$ cat src/rtl/rom_arbiter_pkg.sv
// Shared definitions for the instruction ROM arbiter: FSM encoding and ROM size default.
package rom_arbiter_pkg;

    typedef enum logic [1:0] {
        IDLE  = 2'd0,
        FETCH = 2'd1,
        RESP  = 2'd2
    } state_t;

    localparam int ROM_WORDS_DEFAULT = 1024;

endpackage

$ cat src/rtl/rom_arbiter_rr_arb2.sv
// Two-input round-robin grant; favours the requester that was not granted last.
module rr_arb2 (
    input  logic       clk,
    input  logic       rst,
    input  logic       en,
    input  logic [1:0] req,
    output logic [1:0] gnt
);

    // ID of the most recent winner; resets to 1 so requester 0 wins the first tie
    logic last;

    always_comb begin
        gnt = 2'b00;
        if (en) begin
            if (req[1] && (!req[0] || !last))
                gnt = 2'b10;
            else if (req[0])
                gnt = 2'b01;
        end
    end

    always_ff @(posedge clk or posedge rst) begin
        if (rst)
            last <= 1'b1;
        else if (|gnt)
            last <= gnt[1];
    end

endmodule

$ cat src/rtl/rom_arbiter.sv
// Shares one combinational instruction ROM between the core fetch port and the debug/loader port.
module rom_arbiter
    import rom_arbiter_pkg::*;
#(
    parameter int ADDR_W    = 32,
    parameter int DATA_W    = 32,
    parameter int ROM_WORDS = ROM_WORDS_DEFAULT
) (
    input  logic              clk,
    input  logic              rst,
    input  logic              i_req0_valid,
    input  logic [ADDR_W-1:0] i_req0_addr,
    output logic              o_req0_ready,
    output logic              o_rsp0_valid,
    output logic [DATA_W-1:0] o_rsp0_data,
    output logic              o_rsp0_err,
    input  logic              i_rsp0_ready,
    input  logic              i_req1_valid,
    input  logic [ADDR_W-1:0] i_req1_addr,
    output logic              o_req1_ready,
    output logic              o_rsp1_valid,
    output logic [DATA_W-1:0] o_rsp1_data,
    output logic              o_rsp1_err,
    input  logic              i_rsp1_ready,
    output logic              o_rom_ce,
    output logic [ADDR_W-1:0] o_rom_addr,
    input  logic [DATA_W-1:0] i_rom_inst
);

    localparam logic [ADDR_W+1:0] ROM_BYTES = (ADDR_W+2)'(ROM_WORDS) << 2;

    state_t            state;
    logic              owner;
    logic              rsp_valid;
    logic              rsp_err;
    logic [DATA_W-1:0] rsp_data;
    logic [1:0]        gnt;
    logic              hs;
    logic              addr_err;
    logic              rsp_ready_sel;
    logic [ADDR_W-1:0] hs_addr;

    rr_arb2 u_arb (
        .clk (clk),
        .rst (rst),
        .en  (state == IDLE && !rst),
        .req ({i_req1_valid, i_req0_valid}),
        .gnt (gnt)
    );

    // A grant is only issued to a valid requester, so a grant is the handshake
    assign hs            = |gnt;
    assign hs_addr       = gnt[1] ? i_req1_addr : i_req0_addr;
    assign addr_err      = (hs_addr[1:0] != 2'b00) || ({2'b00, hs_addr} >= ROM_BYTES);
    assign rsp_ready_sel = owner ? i_rsp1_ready : i_rsp0_ready;

    always_ff @(posedge clk or posedge rst) begin
        if (rst) begin
            state      <= IDLE;
            owner      <= 1'b0;
            o_rom_ce   <= 1'b0;
            o_rom_addr <= '0;
            rsp_valid  <= 1'b0;
            rsp_err    <= 1'b0;
            rsp_data   <= '0;
        end else begin
            case (state)
                IDLE: begin
                    if (hs) begin
                        owner <= gnt[1];
                        if (addr_err) begin
                            state     <= RESP;
                            rsp_valid <= 1'b1;
                            rsp_err   <= 1'b1;
                            rsp_data  <= '0;
                        end else begin
                            state      <= FETCH;
                            o_rom_ce   <= 1'b1;
                            o_rom_addr <= hs_addr;
                        end
                    end
                end
                FETCH: begin
                    state      <= RESP;
                    o_rom_ce   <= 1'b0;
                    o_rom_addr <= '0;
                    rsp_valid  <= 1'b1;
                    rsp_err    <= 1'b0;
                    rsp_data   <= i_rom_inst;
                end
                RESP: begin
                    if (rsp_ready_sel) begin
                        state     <= IDLE;
                        rsp_valid <= 1'b0;
                        rsp_err   <= 1'b0;
                        rsp_data  <= '0;
                    end
                end
                default: state <= IDLE;
            endcase
        end
    end

    assign o_req0_ready = gnt[0];
    assign o_req1_ready = gnt[1];

    assign o_rsp0_valid = rsp_valid && !owner;
    assign o_rsp1_valid = rsp_valid && owner;
    assign o_rsp0_err   = o_rsp0_valid && rsp_err;
    assign o_rsp1_err   = o_rsp1_valid && rsp_err;
    assign o_rsp0_data  = o_rsp0_valid ? rsp_data : '0;
    assign o_rsp1_data  = o_rsp1_valid ? rsp_data : '0;

endmodule

$ cat config.mk
export PLATFORM = sky130hd
export DESIGN_NAME = rom_arbiter
export DESIGN_NICKNAME = d
export VERILOG_FILES = /design/src/rtl/rom_arbiter_pkg.sv /design/src/rtl/rom_arbiter_rr_arb2.sv /design/src/rtl/rom_arbiter.sv
export SDC_FILE = /design/constraint.sdc
export NUM_CORES = 1
export LEC_CHECK = 0
export ABC_AREA = 1
export BUFFER_PORTS_ARGS = -buffer_cell sky130_fd_sc_hd__buf_2
export CAP_MARGIN = 20
export CORE_MARGIN = 4
export CORE_UTILIZATION = 30
export CTS_CLUSTER_SIZE = 8
export DETAILED_ROUTE_END_ITERATION = 6
export SLEW_MARGIN = 30
export SYNTH_ARGS = -nofsm -noshare
export SYNTH_HDL_FRONTEND = slang
export SYNTH_SLANG_ARGS = --single-unit
$ cat constraint.sdc
create_clock -name clk -period 6.05 [get_ports clk]
set_input_delay 1.5125 -clock clk [delete_from_list [all_inputs] [get_ports clk]]
set_output_delay 1.5125 -clock clk [all_outputs]
set_load 0.02 [all_outputs]
## Yosys cells after proc, flatten, opt, wreduce, memory -nomap -nowiden

Index checks and enable logic that the tools add are counted.

| operators by class | value |
|---|---|
| shifts and indexed selects | 0 |
| bitwise gates (word level) | 0 |
| reduce and logical (&&, ||, !) cells | 21 |
| divide/modulo/power cells | 0 |
| multiplexer cells | 26 |
| magnitude comparators | 1 |
| multipliers | 0 |
| equality and inequality tests | 6 |
| $add $sub $neg | 0 |

Operators by type and width:

| kind | count |
|---|---|
| $mux 32 | 8 |
| $pmux 32 s3 | 1 |
| $pmux 32 s2 | 1 |
| $ge 32x13->1 const B | 1 |
| $mux 2 | 5 |
| $ne 2x2->1 const B | 4 |
| $mux 1 | 7 |
| $logic_and 1x1->1 | 6 |
| $pmux 1 s3 | 2 |
| $pmux 2 s3 | 1 |
| $logic_not 1->1 | 4 |
| $reduce_and 2->1 | 2 |
| $reduce_and 4->1 | 1 |
| $reduce_bool 2->1 | 2 |
| $reduce_and 3->1 | 1 |
| $reduce_bool 3->1 | 1 |
| $eq 2x1->1 const B | 1 |
| $eq 2x2->1 const B | 1 |
| $logic_not 2->1 | 1 |
| $logic_or 1x1->1 | 2 |
| $pmux 1 s2 | 1 |
| $reduce_or 2->1 | 1 |

| storage, ports and cells | value |
|---|---|
| register bits after elaboration | 71 |
| input port bits | 102 |
| memories kept | 0 |
| memory bits (writable) | 0 |
| bits in read-only memories | 0 |
| latch bits | 0 |

## Depth between registers and ports, before layout

| logic depth | value |
|---|---|
| depth after elaboration | 11 |
| gate-level depth with buffers | 18 |
| gate-level depth less buffers | 16 |

## Modules after synthesis

A second synthesis with hierarchy kept.

| unflattened totals | value |
|---|---|
| cell total of the unflattened synthesis | 634 |
| area total of the unflattened synthesis | 4179.0 um2 |

Modules (own cells, without submodules):

| module | area an instance (um2) | cells each | times used |
|---|---|---|---|
| rom_arbiter | 4120.2 | 625 | 1 |
| rr_arb2 | 58.8 | 9 | 1 |

## Least setup slack after synthesis

OpenSTA, ideal clock, no wires.

| path | value |
|---|---|
| path type | input to output |
| start point | input port rst |
| end point | output port o_req1_ready |
| required time | 4.537 ns |
| buffers on the path | 2 |
| path slack | 0.337 ns |
| arrival time | 4.200 ns |
| stages on the path | 5 |
| cells stage by stage | inv_1 > nand2_1 > nor2_4 > buf_2 > buf_1 |

| between the ends | value |
|---|---|
| longest elaborated chain between the ends | 3 |

Ends and longest elaborated chain:

| what | RTL line | text |
|---|---|---|
| start: declaration | rom_arbiter.sv:10 | `input logic rst,` |
| $logic_not 1->1 (no source line) | n/a |  |
| $logic_and 1x1->1 | rom_arbiter.sv:46 | `.en (state == IDLE && !rst),` |
| $mux 2 | rom_arbiter_rr_arb2.sv:15 | `if (en) begin` |
| end: declaration | rom_arbiter.sv:20 | `output logic o_req1_ready,` |

Every way passes these cells.

## Worst setup path after layout

| path | value |
|---|---|
| start point | input port i_req0_valid |
| end point | output port o_req1_ready |

| between the ends | value |
|---|---|
| longest elaborated chain between the ends | 5 |

Ends and longest elaborated chain:

| what | RTL line | text |
|---|---|---|
| start: declaration | rom_arbiter.sv:11 | `input logic i_req0_valid,` |
| $logic_not 1->1 | rom_arbiter_rr_arb2.sv:16 | `if (req[1] && (!req[0] \|\| !last))` |
| $logic_or 1x1->1 | rom_arbiter_rr_arb2.sv:16 |  |
| $logic_and 1x1->1 | rom_arbiter_rr_arb2.sv:16 |  |
| $mux 2 | rom_arbiter_rr_arb2.sv:16 |  |
| $mux 2 | rom_arbiter_rr_arb2.sv:15 |  |

Every way passes these cells.

==> reports/results.ini <==
[global_route]
grt_pass1_wl_um = 19900
gr-total-overflow = 0
antenna_found_initial = 0
grt_max_degree = 72
grt_util_all_layers_pct = 15.1
grt_pass1_vias = 4089

[cells_and_area]
layout_commonest_cell = nand2_1
area_delta_synth_final_pct = 33.8
layout_common_cells = nand2_1 (223), buf_2 (204), inv_1 (126), nor2_1 (98), dfrtp_1 (70)
diodes = 0
fin_cells = 999
multi_input_area_um2 = 1710
layout-drive-gt1-share_pct = 28.7
layout.nets = 924
fillerInstances = 1494
seq_area_um2 = 1780

[cts]
cts_buffers = 9
cts_tree = yes
clockBufferDepth = 2
root_buffer = clkbuf_16
hold_buffers = 0
cts.repair.resized = 0
postCtsSetupRepairBufs = 0
clk_pin_slew_worst_paths_ns = 0.06
cts_htree_levels = 3
cts_sinks = 71
clk-insertion-delay-late_ns = 0.32

[place]
placed_cells = 983
io_buffers = 204
place_hpwl_um = 8480
routabilityCongestion = 0.769

[run]
maxCapViolations = 0

[synth]
synth_seq_area_share_pct = 43.1
synth-edff-count = 0
synthDistinctLibCells = 23
syn_nets = 740
synthCells = 634
synth_seq_cells = 71
synth_flop_cell = dfrtp_1
synth-async-reset-ratio_pct = 100
ys_warn_count = 0
syn_avg_cell_area_um2 = 6.51
syn-cell-area_um2 = 4130

[critical_path]
cp-end-kind = output pin
worstPathRequired_ns = 4.54
critPathMaxStageDelay_ns = 0.59
arrival_ns = 2.75
path_class = in2out
critPathLaunchType = input port
cp_slowest_cell = nor2_4
cp.buffers_inverters = 2
path_max_fanout = 36
cp_top_family = simple AND/OR/NAND/NOR gates
cp_cell_sequence = buf_2, nand2_1, nand2_1, nor2_4, buf_2

[route]
avgRoutedWirePerCell_um = 12.1
firstDrtPassIters = 4
dr_total_vias = 4236
ant_nets = 0
vias_per_cell = 4.24
drtIter0Drc = 285
drc = 0
wirelength_um = 12100

[timing]
finClkSkew_ns = 0.00498
period_share_pct = 70.4
period_needed_ns = 4.26
fin_setup_tns_ns = 0
fmax_mhz = 235
worstMarginPinSlew_ns = 0.894
rsz0062_at_grt = no
slew_viol_final = 0
setup_viol = 0
final-hold-violation-count = 0
relSlewSlack_pct = 40.4

[die]
coreArea_um2 = 13300
die_height_um = 125
ios = 205
initial_core_util_pct = 30.9
die_area_um2 = 15700
die_w_um = 125
rows = 42

[power_and_ir_drop]
p_leak_uw = 0.00351
power_density_nw_per_um2 = 432
max-vdd-ir-drop_uv = 172

[status]
outcome = completed

[min_path]
holdCritPathClass = reg2reg

state kept, by name (all words and copies together) (netlist names):
name and cells:
state 2, u_arb.last 1, rsp_err 1, owner 1, rsp_valid 1, o_rom_ce 1
rsp_data 32, o_rom_addr 32
power by group:
part	leakage, uW	internal (uW)	switching (uW)
Clock	0.000136	278	212
Sequential	0.000953	636	90.9
Combinational	0.00242	325	843
Total	0.00351	1240	1150
area by class of cell:
cell class,count,area share (%)
Clock buffer,9,4.08
Clock inverter,7,0.884
Inverter,129,8.77
Multi-Input combinational cell,399,31.0
Sequential cell,71,32.2
Tap cell,176,3.99
Timing Repair Buffer,208,19.1
worst reg2reg max path, cell delays in order, from the launching register on:
cell	delay (ns)
dfrtp_1	0.41
inv_1	0.10
ha_1	0.26
inv_1	0.12
nor2_1	0.21
nand3_2	0.52
nand2_1	0.20
nand2_1	0.06
nor2_1	0.10
nand2_1	0.05
nor2_1	0.15
nand2_1	0.07
nand2_1	0.32
nand2_1	0.37
inv_2	0.43
nor2_1	0.08
path summary, 6_finish.rpt:
kind / depth (start not counted) / end / startpoint / slack, ns
max: 5 / o_req1_ready / i_req0_valid / 1.79
min: 2 / u_arb.last / u_arb.last / 0.47
max reg2reg: 15 / o_rom_addr[13] / state[0] / 2.47
min reg2reg: 2 / u_arb.last / u_arb.last / 0.47
max in group asynchronous: 3 / o_rom_addr[14] / rst / 4.22
min in group asynchronous: 3 / o_rom_addr[10] / rst / 1.39
through the flow:
| step | cell area [um2] | util, % | setup slack (ns) | power [uW] | hold WS [ns] |
|---|---|---|---|---|---|
| 4_1_cts | 5520 | 41.3 | 1.80 | 2420 | 0.469 |
| 6_report | 5520 | 41.4 | 1.79 | 2380 | 0.469 |
| 2_1_floorplan | 4130 | - | 0.337 | 1600 | 0.442 |
| 5_1_grt | 5520 | 41.4 | 1.50 | 2600 | 0.490 |
| 3_3_place_gp | 5240 | 39.2 | 1.52 | 1910 | 0.455 |
| 3_5_place_dp | 5250 | 39.3 | 1.51 | 1920 | 0.458 |
routing by layer:
metal	global-route usage, %	share of wire (%)	vias up
met5	0	0	-
met4	4.02	1.1	0
met3	2.64	6.1	11
met2	25.9	48	126
met1	19.7	45	1862
li1	-	-	2237
logic make-up after synthesis:
group           Yosys count  share of synthesized area, %
fa+ha+maj                 4                          1.21
buf+inv                 164                          16.0
compound gates           19                          2.36
flops                    71                          43.1
simple gates            376                          37.3
cell usage after synthesis, types with 2 or more instances:
cell type / count / share of area, %
nand2_1: 225 / 20
buf_4: 3 / 0.55
inv_1: 127 / 12
nand4_1: 36 / 5.5
dfrtp_1: 70 / 42
nor2_1: 98 / 8.9
clkbuf_1: 19 / 1.7
a21oi_1: 14 / 1.7
nand3_1: 12 / 1.5
ha_1: 4 / 1.2
nand3_2: 2 / 0.49
buf_2: 9 / 1.1
o21ai_0: 3 / 0.36
buf_6: 3 / 0.82
(Power assumes the default switching activity.)
